<file path="src/rtl/lc3_mem_arbiter.sv">
// LC-3 memory port arbiter: shares one memory port between the CPU control FSM and a DMA requester.
// Round-robin on ties, one access in flight, fixed MEM_LAT-cycle access followed by a one-cycle ready.
module lc3_mem_arbiter #(
  parameter int MEM_LAT = 4,
  parameter int ADDR_W  = 16,
  parameter int DATA_W  = 16
) (
  input  logic              clk,
  input  logic              rst,
  input  logic              cpu_req,
  input  logic              cpu_we,
  input  logic [ADDR_W-1:0] cpu_addr,
  input  logic [DATA_W-1:0] cpu_wdata,
  output logic              cpu_r,
  output logic [DATA_W-1:0] cpu_rdata,
  input  logic              dma_req,
  input  logic              dma_we,
  input  logic [ADDR_W-1:0] dma_addr,
  input  logic [DATA_W-1:0] dma_wdata,
  output logic              dma_r,
  output logic [DATA_W-1:0] dma_rdata,
  output logic              mem_en,
  output logic              mem_we,
  output logic [ADDR_W-1:0] mem_addr,
  output logic [DATA_W-1:0] mem_wdata,
  input  logic [DATA_W-1:0] mem_rdata
);

  // state  | meaning
  // IDLE   | waiting for a request; arbitrates on every edge
  // ACCESS | mem_en held, counter runs down to 0
  // DONE   | owner's ready pulses, read data presented
  localparam int CNT_W = $clog2(MEM_LAT + 1);
  localparam logic [CNT_W-1:0] CNT_INIT = CNT_W'(MEM_LAT - 1);

  typedef enum logic [1:0] {
    S_IDLE   = 2'd0,
    S_ACCESS = 2'd1,
    S_DONE   = 2'd2
  } state_t;

  typedef enum logic {
    OWN_CPU = 1'b0,
    OWN_DMA = 1'b1
  } owner_t;

  state_t            state, state_nxt;
  logic [CNT_W-1:0]  cnt, cnt_nxt;
  owner_t            owner, owner_nxt;
  owner_t            last_grant, last_grant_nxt;
  owner_t            winner;
  logic              lat_we, lat_we_nxt;
  logic [ADDR_W-1:0] lat_addr, lat_addr_nxt;
  logic [DATA_W-1:0] lat_wdata, lat_wdata_nxt;
  logic [DATA_W-1:0] rdata_q, rdata_nxt;

  always_ff @(posedge clk or posedge rst) begin
    if (rst) begin
      state      <= S_IDLE;
      cnt        <= '0;
      owner      <= OWN_CPU;
      last_grant <= OWN_DMA;
      lat_we     <= 1'b0;
      lat_addr   <= '0;
      lat_wdata  <= '0;
      rdata_q    <= '0;
    end else begin
      state      <= state_nxt;
      cnt        <= cnt_nxt;
      owner      <= owner_nxt;
      last_grant <= last_grant_nxt;
      lat_we     <= lat_we_nxt;
      lat_addr   <= lat_addr_nxt;
      lat_wdata  <= lat_wdata_nxt;
      rdata_q    <= rdata_nxt;
    end
  end

  always_comb begin
    state_nxt      = state;
    cnt_nxt        = cnt;
    owner_nxt      = owner;
    last_grant_nxt = last_grant;
    lat_we_nxt     = lat_we;
    lat_addr_nxt   = lat_addr;
    lat_wdata_nxt  = lat_wdata;
    rdata_nxt      = rdata_q;
    // DMA wins only when alone or when the CPU had the previous grant
    winner = (dma_req && (!cpu_req || last_grant == OWN_CPU)) ? OWN_DMA : OWN_CPU;
    case (state)
      S_IDLE: begin
        if (cpu_req || dma_req) begin
          owner_nxt      = winner;
          last_grant_nxt = winner;
          lat_we_nxt     = (winner == OWN_DMA) ? dma_we    : cpu_we;
          lat_addr_nxt   = (winner == OWN_DMA) ? dma_addr  : cpu_addr;
          lat_wdata_nxt  = (winner == OWN_DMA) ? dma_wdata : cpu_wdata;
          cnt_nxt        = CNT_INIT;
          state_nxt      = S_ACCESS;
        end
      end
      S_ACCESS: begin
        if (cnt == '0) begin
          rdata_nxt = mem_rdata;
          state_nxt = S_DONE;
        end else begin
          cnt_nxt = cnt - 1'b1;
        end
      end
      S_DONE: begin
        state_nxt = S_IDLE;
      end
      default: begin
        state_nxt = S_IDLE;
      end
    endcase
  end

  assign mem_en    = (state == S_ACCESS);
  assign mem_we    = mem_en & lat_we;
  assign mem_addr  = lat_addr;
  assign mem_wdata = lat_wdata;
  assign cpu_r     = (state == S_DONE) && (owner == OWN_CPU);
  assign dma_r     = (state == S_DONE) && (owner == OWN_DMA);
  assign cpu_rdata = rdata_q;
  assign dma_rdata = rdata_q;

endmodule

</file>
<file path="config.mk">
export PLATFORM = sky130hd
export DESIGN_NAME = lc3_mem_arbiter
export DESIGN_NICKNAME = d
export VERILOG_FILES = /design/src/rtl/lc3_mem_arbiter.sv
export SDC_FILE = /design/constraint.sdc
export NUM_CORES = 1
export LEC_CHECK = 0
export ABC_CLOCK_PERIOD_IN_PS = 2400
export CAP_MARGIN = 10
export CORE_MARGIN = 10
export CORE_UTILIZATION = 40
export DETAILED_ROUTE_END_ITERATION = 10
export PLACE_DENSITY = 0.81
export SLEW_MARGIN = 20
export SYNTH_ARGS = -nofsm -noshare
export SYNTH_HDL_FRONTEND = slang
export SYNTH_SLANG_ARGS = --single-unit
</file>
<file path="constraint.sdc">
create_clock -name clk -period 2.4 [get_ports clk]
set_input_delay 0.24 -clock clk [delete_from_list [all_inputs] [get_ports clk]]
set_output_delay 0.24 -clock clk [all_outputs]
set_load 0.01 [all_outputs]
</file>
==> qor_table.md, run 1 <==
| Group | Quantity | Reported |
| --- | --- | --- |
| status | Outcome | finished, final reports clean |
| timing | Portion of the clock cycle consumed by the worst path in the final layout | 84.2% |
| timing | Headroom to the max-slew limit | 57.8% |
| timing | RSZ-0062 raised after global routing | no |
| drt | Drt initial violations | 43 |
| finish | Layout cells sized above 1 | 28.8% |
| logic synthesis | Dominant cell type by area after synthesis | sky130_fd_sc_hd__dfrtp_1 |
| worst hold path | Worst hold path class | in -> async |
| logic synthesis | Most numerous cell in the Yosys netlist | sky130_fd_sc_hd__mux2_4 |
| die | Placeable Area | 7290 um2 |
| critical path | Data required, critical path | 2.16 ns |
| power | Reg power frac | 32.3% |
| global route | GR peak layer | met2 |
| timing | Min Clock Period, post-route | 2.02 ns |
| power | Share of total power in the clock network | 11.3% |
| die | Number of standard-cell rows in the floorplan | 31 |
| drt | Routed wire length per instance | 17.2 um |
| logic synthesis | Seq/Total Area, Yosys | 46.7% |
| placement | Number of cells after detailed placement | 424 |
| timing | Tightest Pin Transition | 0.631 ns |
| timing | Setup violations, final | 0 |
| cts | Clock-pin slew on the worst setup and hold paths | 0.10 ns |
| critical path | Highest cell delay on the worst timing path | 0.54 ns |
| finish | Layout area overhead | 53.0% |
| cts | Worst-Skew Late Latency | 0.30 ns |
| logic synthesis | Synth cell count leaders | 58 x sky130_fd_sc_hd__mux2_4, 55 x sky130_fd_sc_hd__dfrtp_1, 18 x sky130_fd_sc_hd__mux2_2 |
| critical path | Bufs and invs on worst path | 1 |
| placement | Number of buffers inserted by port buffering | 153 |
| critical path | Data arrival, critical path | 1.78 ns |
| global route | Via count of the first global-routing pass | 2144 |
| logic synthesis | Post-synth cell types | 28 |
| cts | CTS Buf Count | 5 |
| die | X dimension of the die | 107 um |
| global route | Pin count of the biggest net entering global routing | 30 |
| logic synthesis | Synthesized area divided by synthesized cell count | 15.8 um2 |
| power | Leakage power | 0.00200 uW |
| power | Power per cell area | 1160 nW/um2 |
| cts | CTS H-Tree Depth | 2 |
| global route | Wire length of the first global-routing pass | 11300 um |
| logic synthesis | Synthesized area | 3000 um2 |
| die | Initial Utilization | 41.1% |
| critical path | Crit path launch | state[1] |
| power | Switching share of total power | 31.0% |
| cts | # resized after CTS | 0 |
| power | Part of the total power dissipated in combinational logic | 56.4% |
| cts | Clock tree from TritonCTS | yes |
| power | Internal portion of total power | 3690 uW |
| global route | Met3 Track Usage GR | 5.87% |
| critical path | CP max stage cell | sky130_fd_sc_hd__clkdlybuf4s50_1 |
| timing | Skew final | 0.00817 ns |
| power | Switching power total | 1650 uW |
| logic synthesis | Post-synth net total | 278 |
| critical path | Worst reg2reg path startpoint | state[1] |
| power | Peak supply drop | 0.520 mV |
| logic synthesis | Share of the synthesized area in the top cell type | 45.9% |
| critical path | Critical Setup Path Class | reg -> out |
| cts | Post-CTS Hold Buffers | 0 |
| die | Area enclosed by the die boundary | 11400 um2 |
| timing | Fin Setup TNS | 0 ns |
| global route | Total routing usage reported by global routing | 12.2% |
| cts | Number of clock sinks | 56 |
| placement | DP HPWL | 6080 um |
| critical path | Crit Path Max Fanout | 6 |
| global route | Met2 demand-to-capacity share in global routing | 20.2% |
| timing | Slew Viols, Final | 0 |
| cts | Post-CTS setup repair buffer count | 0 |
| drt | Detailed-route vias per instance | 4.60 |
| logic synthesis | Number of warnings issued by yosys | 0 |
| flow run | Number of maximum-capacitance violations | 0 |
| timing | Final-report hold violation count | 0 |
| global route | Remaining Overflow, GRT | 0 |
| logic synthesis | Largest cells by area after synthesis | sky130_fd_sc_hd__dfrtp_1 46%, sky130_fd_sc_hd__mux2_4 29%, sky130_fd_sc_hd__mux2_2 6.8% |
| logic synthesis | Top FF cell, synth | sky130_fd_sc_hd__dfrtp_1 |
| global route | Global-route track usage on met1 | 14.0% |
| critical path | Ordered cell list for the critical path | nor2b_1 -> and2_1 -> clkdlybuf4s50_1 |
| drt | 1st-pass router iterations | 3 |
| drt | Via total after detailed routing | 1988 |
| logic synthesis | Post-synth EDFFs | 0 |
| drt | Wire length reported by the detailed router | 7440 um |
| critical path | Kind of cell with the highest combined delay on the critical path | buffers and inverters |
| placement | Routability congestion estimate from global placement | 0.680 |
| critical path | CP startpoint kind | flip-flop |
| die | IO Pins | 154 |
| drt | Remaining routing DRC violations | 0 |
| cts | Clock tree buffer depth | 2 |
| finish | Final std cells w/o fill | 432 |
| finish | Number of nets in the layout | 420 |
| critical path | Capturing element type of the critical path | output pin |
| drt | Antenna viol nets, final | 0 |
| logic synthesis | Post-synth ARST share | 100% |
| finish | Final antenna diode count | 0 |
| global route | Initial antenna violation count | 0 |
| die | Die height | 107 um |
| timing | Achievable clock frequency | 495 MHz |
| logic synthesis | Cells after Synth | 190 |
| logic synthesis | Number of synthesized register bits | 56 |
| cts | Cell at the root of the clock tree | sky130_fd_sc_hd__clkbuf_8 |
==> power groups by stage <==
stage / registers, uW / clock network [uW] / logic (uW)
2_1_floorplan: 1910 / 0 / 1580
3_3_place_gp: 1720 / 0 / 3020
3_5_place_dp: 1730 / 0 / 3080
4_1_cts: 1730 / 629 / 3080
5_1_grt: 1790 / 664 / 3210
6_report: 1730 / 601 / 3010
==> cells in the final DEF (no fill, tap or decap), types with 2 or more instances in the layout <==
master,count
sky130_fd_sc_hd__mux2_1,6
sky130_fd_sc_hd__o21ai_0,2
sky130_fd_sc_hd__clkbuf_8,5
sky130_fd_sc_hd__ha_1,2
sky130_fd_sc_hd__dfrtp_1,55
sky130_fd_sc_hd__buf_4,6
sky130_fd_sc_hd__clkdlybuf4s50_1,153
sky130_fd_sc_hd__o21a_1,2
sky130_fd_sc_hd__mux2_2,18
sky130_fd_sc_hd__o31ai_1,3
sky130_fd_sc_hd__inv_1,2
sky130_fd_sc_hd__nand3_1,2
sky130_fd_sc_hd__mux2_4,58
==> sequential cells by signal, summed over array words and instances, names as in the netlist <==
name        flops
cnt             3
cpu_rdata      16
last_grant      1
lat_we          1
mem_addr       16
mem_wdata      16
owner           1
state           2
==> layer usage <==
| layer | up-vias | routed length [um] |
|---|---|---|
| li1 | 939 | - |
| met1 | 947 | 3110 |
| met2 | 98 | 3560 |
| met3 | 4 | 725 |
| met4 | 0 | 45 |
| met5 | - | 0 |
==> worst register-to-register path, delay by kind of cell, from the launching register on <==
family	cells	cell delay [ns]
buffers and inverters	1	0.35
DFF	1	0.47
and+or+nand+nor	2	0.61
muxes	1	0.39
==> final timing paths <==
path                                to  slack [ns]  depth (start not counted)
max in group asynchronous  mem_addr[2]        1.48                          3
min                        mem_addr[3]        0.34                          2
max reg2reg                mem_addr[1]        0.47                          4
min in group clk                cnt[2]        0.50                          1
max                             mem_we        0.38                          3
min reg2reg                     cnt[2]        0.50                          1
==> final cells by class <==
cell class,instances,area [um2]
Multi-Input combinational cell,106,1350
Tap cell,99,124
Clock inverter,2,35.0
Fill cell,591,2700
Sequential cell,56,1400
Timing Repair Buffer,160,1600
Clock buffer,6,72.6
Inverter,3,11.3
==> kinds of logic (layout without fill, tap and decap cells) <==
kind of cell / after synthesis / after routing / share of synthesized area, %
DFF: 56 / 56 / 46.7
and+or+nand+nor: 12 / 12 / 3.63
AOI/OAI and AO/OA: 10 / 10 / 2.46
muxes: 82 / 82 / 38.0
adders and majority gates: 2 / 2 / 0.834
buffers and inverters: 28 / 171 / 8.30
==> per-stage QoR <==
stage	cell area [um2]	setup slack, ns	total power, uW	util, %	hold WS [ns]
after floorplan	3000	0.670	3490	-	0.375
after global placement	4480	0.486	4740	61.5	0.475
after detailed placement	4480	0.455	4810	61.5	0.482
after CTS	4590	0.341	5440	63.0	0.349
after global routing	4590	0.297	5660	63.0	0.379
final	4590	0.380	5340	63.0	0.337
No activity file was read; power rests on OpenSTA's default activity.
==> inputs of run 2 (changes only) <==
ABC_CLOCK_PERIOD_IN_PS = 1700   (was 2400)
CORE_UTILIZATION = 36   (was 40)
PLACE_DENSITY = 0.77   (was 0.81)
clock period = 1.7 ns   (was 2.4 ns; I/O delays follow)
==> run 2 against run 1 <==
  * Count of clock-buffer cells in the layout grew 2
  * Global-route usage shrank 0.18 points
  * Worst setup slack lost 0.31 ns
  * Final cell count grew 3.2%
  * Final area grew 3.1%
  * Sequential cell count is the same
  * Register-to-register slack lost 0.40 ns
  * Clock power grew 24%
  * Combinational power grew 50%
  * Hold slack lost 0.093 ns
  * Utilization shrank 5.0 points
  * Critical path type is now reg -> reg
==> qor_table.md, run 2 (same netlist as run 1, synthesis figures left out) <==
| Group | Quantity | Reported | Change |
| --- | --- | --- | --- |
| critical path | Kind of cell with the highest combined delay on the critical path | multiplexers | was buffers and inverters |
| die | IO Pins | 154 | unchanged |
| timing | Tightest Pin Transition | 0.407 ns | was 0.631 ns |
| global route | Wire length of the first global-routing pass | 12400 um | was 11300 um |
| drt | Wire length reported by the detailed router | 7880 um | was 7440 um |
| critical path | Capture instance of the worst register-to-register path | lat_we | was mem_addr[1] |
| cts | Clock tree buffer depth | 2 | unchanged |
| cts | Number of clock sinks | 56 | unchanged |
| timing | Portion of the clock cycle consumed by the worst path in the final layout | 96.1% |  |
| cts | Worst-Skew Late Latency | 0.30 ns | about the same |
| timing | Skew final | 0.0129 ns | was 0.00817 ns |
| global route | Total routing usage reported by global routing | 12.1% | was 12.2% |
| power | Power per cell area | 1620 nW/um2 | was 1160 nW/um2 |
| critical path | Worst reg2reg path depth | 4 | unchanged |
| critical path | Data required, critical path | 1.90 ns | was 2.16 ns |
| critical path | Worst reg2reg path startpoint | last_grant | was state[1] |
| worst hold path | Worst hold path class | in -> async | unchanged |
| placement | Number of cells after detailed placement | 436 | was 424 |
| drt | Drt initial violations | 46 | was 43 |
| placement | Post-placement setup slack | -0.117 ns | was 0.455 ns |
| global route | Pin count of the biggest net entering global routing | 57 | was 30 |
| critical path | CP startpoint kind | flip-flop | unchanged |
| cts | Post-CTS Hold Buffers | 0 | unchanged |
| finish | Final std cells w/o fill | 446 | was 432 |
| cts | CTS Buf Count | 5 | unchanged |
| timing | Min Clock Period, post-route | 1.63 ns |  |
| placement | Routability congestion estimate from global placement | 0.761 | was 0.680 |
| critical path | Ordered cell list for the critical path | a21bo_4 -> buf_4 -> mux2_2 -> mux2_4 | was nor2b_1 -> and2_1 -> clkdlybuf4s50_1 |
| critical path | Capturing element type of the critical path | flip-flop | was output pin |
| finish | Most common cell after layout, fill and taps aside | sky130_fd_sc_hd__clkdlybuf4s50_1 | unchanged |
| cts | Cell at the root of the clock tree | sky130_fd_sc_hd__clkbuf_8 | unchanged |
| cts | CTS H-Tree Depth | 2 | unchanged |
| global route | Via count of the first global-routing pass | 2286 | was 2144 |
| drt | Antenna viol nets, final | 0 | unchanged |
| finish | Commonest cells after routing, fill and taps aside | 149 x sky130_fd_sc_hd__clkdlybuf4s50_1, 58 x sky130_fd_sc_hd__mux2_4, 54 x sky130_fd_sc_hd__dfrtp_1 | was 153 x sky130_fd_sc_hd__clkdlybuf4s50_1, 58 x sky130_fd_sc_hd__mux2_4, 55 x sky130_fd_sc_hd__dfrtp_1 |
| die | Placeable Area | 8180 um2 | was 7290 um2 |
| timing | Fin Setup TNS | 0 ns | unchanged |
| die | Die height | 111 um | was 107 um |
| power | Peak supply drop | 0.690 mV | was 0.520 mV |
| placement | DP HPWL | 6260 um | was 6080 um |
| finish | Layout cells sized above 1 | 31.4% | was 28.8% |
| drt | Remaining routing DRC violations | 0 | unchanged |
| timing | Post-route setup slack | 0.0670 ns | was 0.380 ns |
| drt | Via total after detailed routing | 2055 | was 1988 |
| global route | Remaining Overflow, GRT | 0 | unchanged |
| status | Outcome | finished, final reports clean | unchanged |
| die | Area enclosed by the die boundary | 12400 um2 | was 11400 um2 |
| timing | Achievable clock frequency | 612 MHz |  |
| timing | Final-report hold violation count | 0 | unchanged |
| critical path | Data arrival, critical path | 1.83 ns | was 1.78 ns |
| power | Leakage power | 0.00208 uW | was 0.00200 uW |
| critical path | Highest cell delay on the worst timing path | 0.56 ns | was 0.54 ns |
| drt | Detailed-route vias per instance | 4.61 | was 4.60 |
| timing | Headroom to the max-slew limit | 72.7% | was 57.8% |
| cts | Clock tree from TritonCTS | yes | unchanged |
| die | X dimension of the die | 111 um | was 107 um |
| flow run | Number of maximum-capacitance violations | 0 | unchanged |
| timing | Slew Viols, Final | 0 | unchanged |
| critical path | Critical Setup Path Class | reg -> reg | was reg -> out |
| drt | Routed wire length per instance | 17.7 um | was 17.2 um |
| drt | 1st-pass router iterations | 4 | was 3 |
| critical path | CP max stage cell | sky130_fd_sc_hd__dfstp_2 | was sky130_fd_sc_hd__clkdlybuf4s50_1 |
| finish | Layout area overhead | 57.8% | was 53.0% |
| placement | Number of buffers inserted by port buffering | 153 | unchanged |
| critical path | Bufs and invs on worst path | 1 | unchanged |
| timing | RSZ-0062 raised after global routing | no | unchanged |
| global route | Initial antenna violation count | 0 | unchanged |
| die | Number of standard-cell rows in the floorplan | 33 | was 31 |
| critical path | Crit Path Max Fanout | 6 | unchanged |
| die | Initial Utilization | 36.7% | was 41.1% |
| finish | Final antenna diode count | 0 | unchanged |
| critical path | Internal reg-to-reg setup slack | 0.07 ns | was 0.47 ns |
| cts | Clock-pin slew on the worst setup and hold paths | 0.10 ns | about the same |
| timing | Setup violations, final | 0 | unchanged |
| finish | Number of nets in the layout | 428 | was 420 |
==> run 2: per-layer routing <==
metal | vias up | track usage [%] | routed length, um
met5 | - | 0 | 0
met4 | 0 | 2.91 | 31
met3 | 2 | 7.36 | 1010
met2 | 111 | 18.7 | 3680
met1 | 988 | 13.8 | 3170
li1 | 954 | - | -
==> run 2: timing repair <==
action,4_1_cts,5_1_grt
endpoints found under the setup margin,4,21
gates resized for setup,6,4
buffers inserted,0,1
hold endpoints to repair,0,0
gates cloned,0,1
==> run 2: power breakdown <==
| part | switching [uW] | total [uW] | internal, uW | leakage, uW |
|---|---|---|---|---|
| combinational | 1560 | 4500 | 2940 | 0.00137 |
| sequential | 420 | 2440 | 2020 | 0.000661 |
| clock | 412 | 746 | 334 | 0.0000455 |
| total | 2400 | 7690 | 5290 | 0.00208 |
==> run 2: layout make-up <==
| type | count | area, um2 |
|---|---|---|
| clock buffers | 8 | 90.1 |
| fillers | 675 | 3440 |
| inverters | 3 | 11.3 |
| multi-input cells | 106 | 1380 |
| flip-flops and latches | 56 | 1400 |
| well taps | 105 | 131 |
| repair buffers | 168 | 1720 |
==> run 2: stage by stage <==
step	total power [uW]	hold slack (ns)	area [um2]	util [%]
detailed placement	7010	0.485	4600	56.2
CTS	7800	0.248	4690	57.4
finish	7690	0.244	4730	57.9
floorplan	4950	0.305	3020	-
global placement	6900	0.476	4600	56.2
global route	8180	0.269	4730	57.9
==> run 2: worst register-to-register path: cells and delay by family (launching register included) <==
family	cells	cell delay, ns
muxes	2	0.60
DFF	1	0.56
buffers and inverters	1	0.19
AOI/OAI and AO/OA	1	0.18
==> run 2: how the worst max path moves through the flow <==
stage,start,slack [ns],depth (start not counted),to
after CTS,last_grant,0.01,4,mem_addr[15]
after global routing,cnt[1],0.001,6,cpu_rdata[1]
final,last_grant,0.07,4,lat_we
after global placement,cpu_req,-0.08,5,mem_addr[2]
after detailed placement,dma_req,-0.12,5,mem_addr[15]
after floorplan,cnt[0],0.03,6,cpu_rdata[5]
==> inputs of run 3 (changes only) <==
ABC_CLOCK_PERIOD_IN_PS = unset   (was 1700)
CTS_CLUSTER_DIAMETER = 60   (was unset)
==> results of run 3 <==
Same layout as run 2: the final DEF is identical, and so are final timing and power.
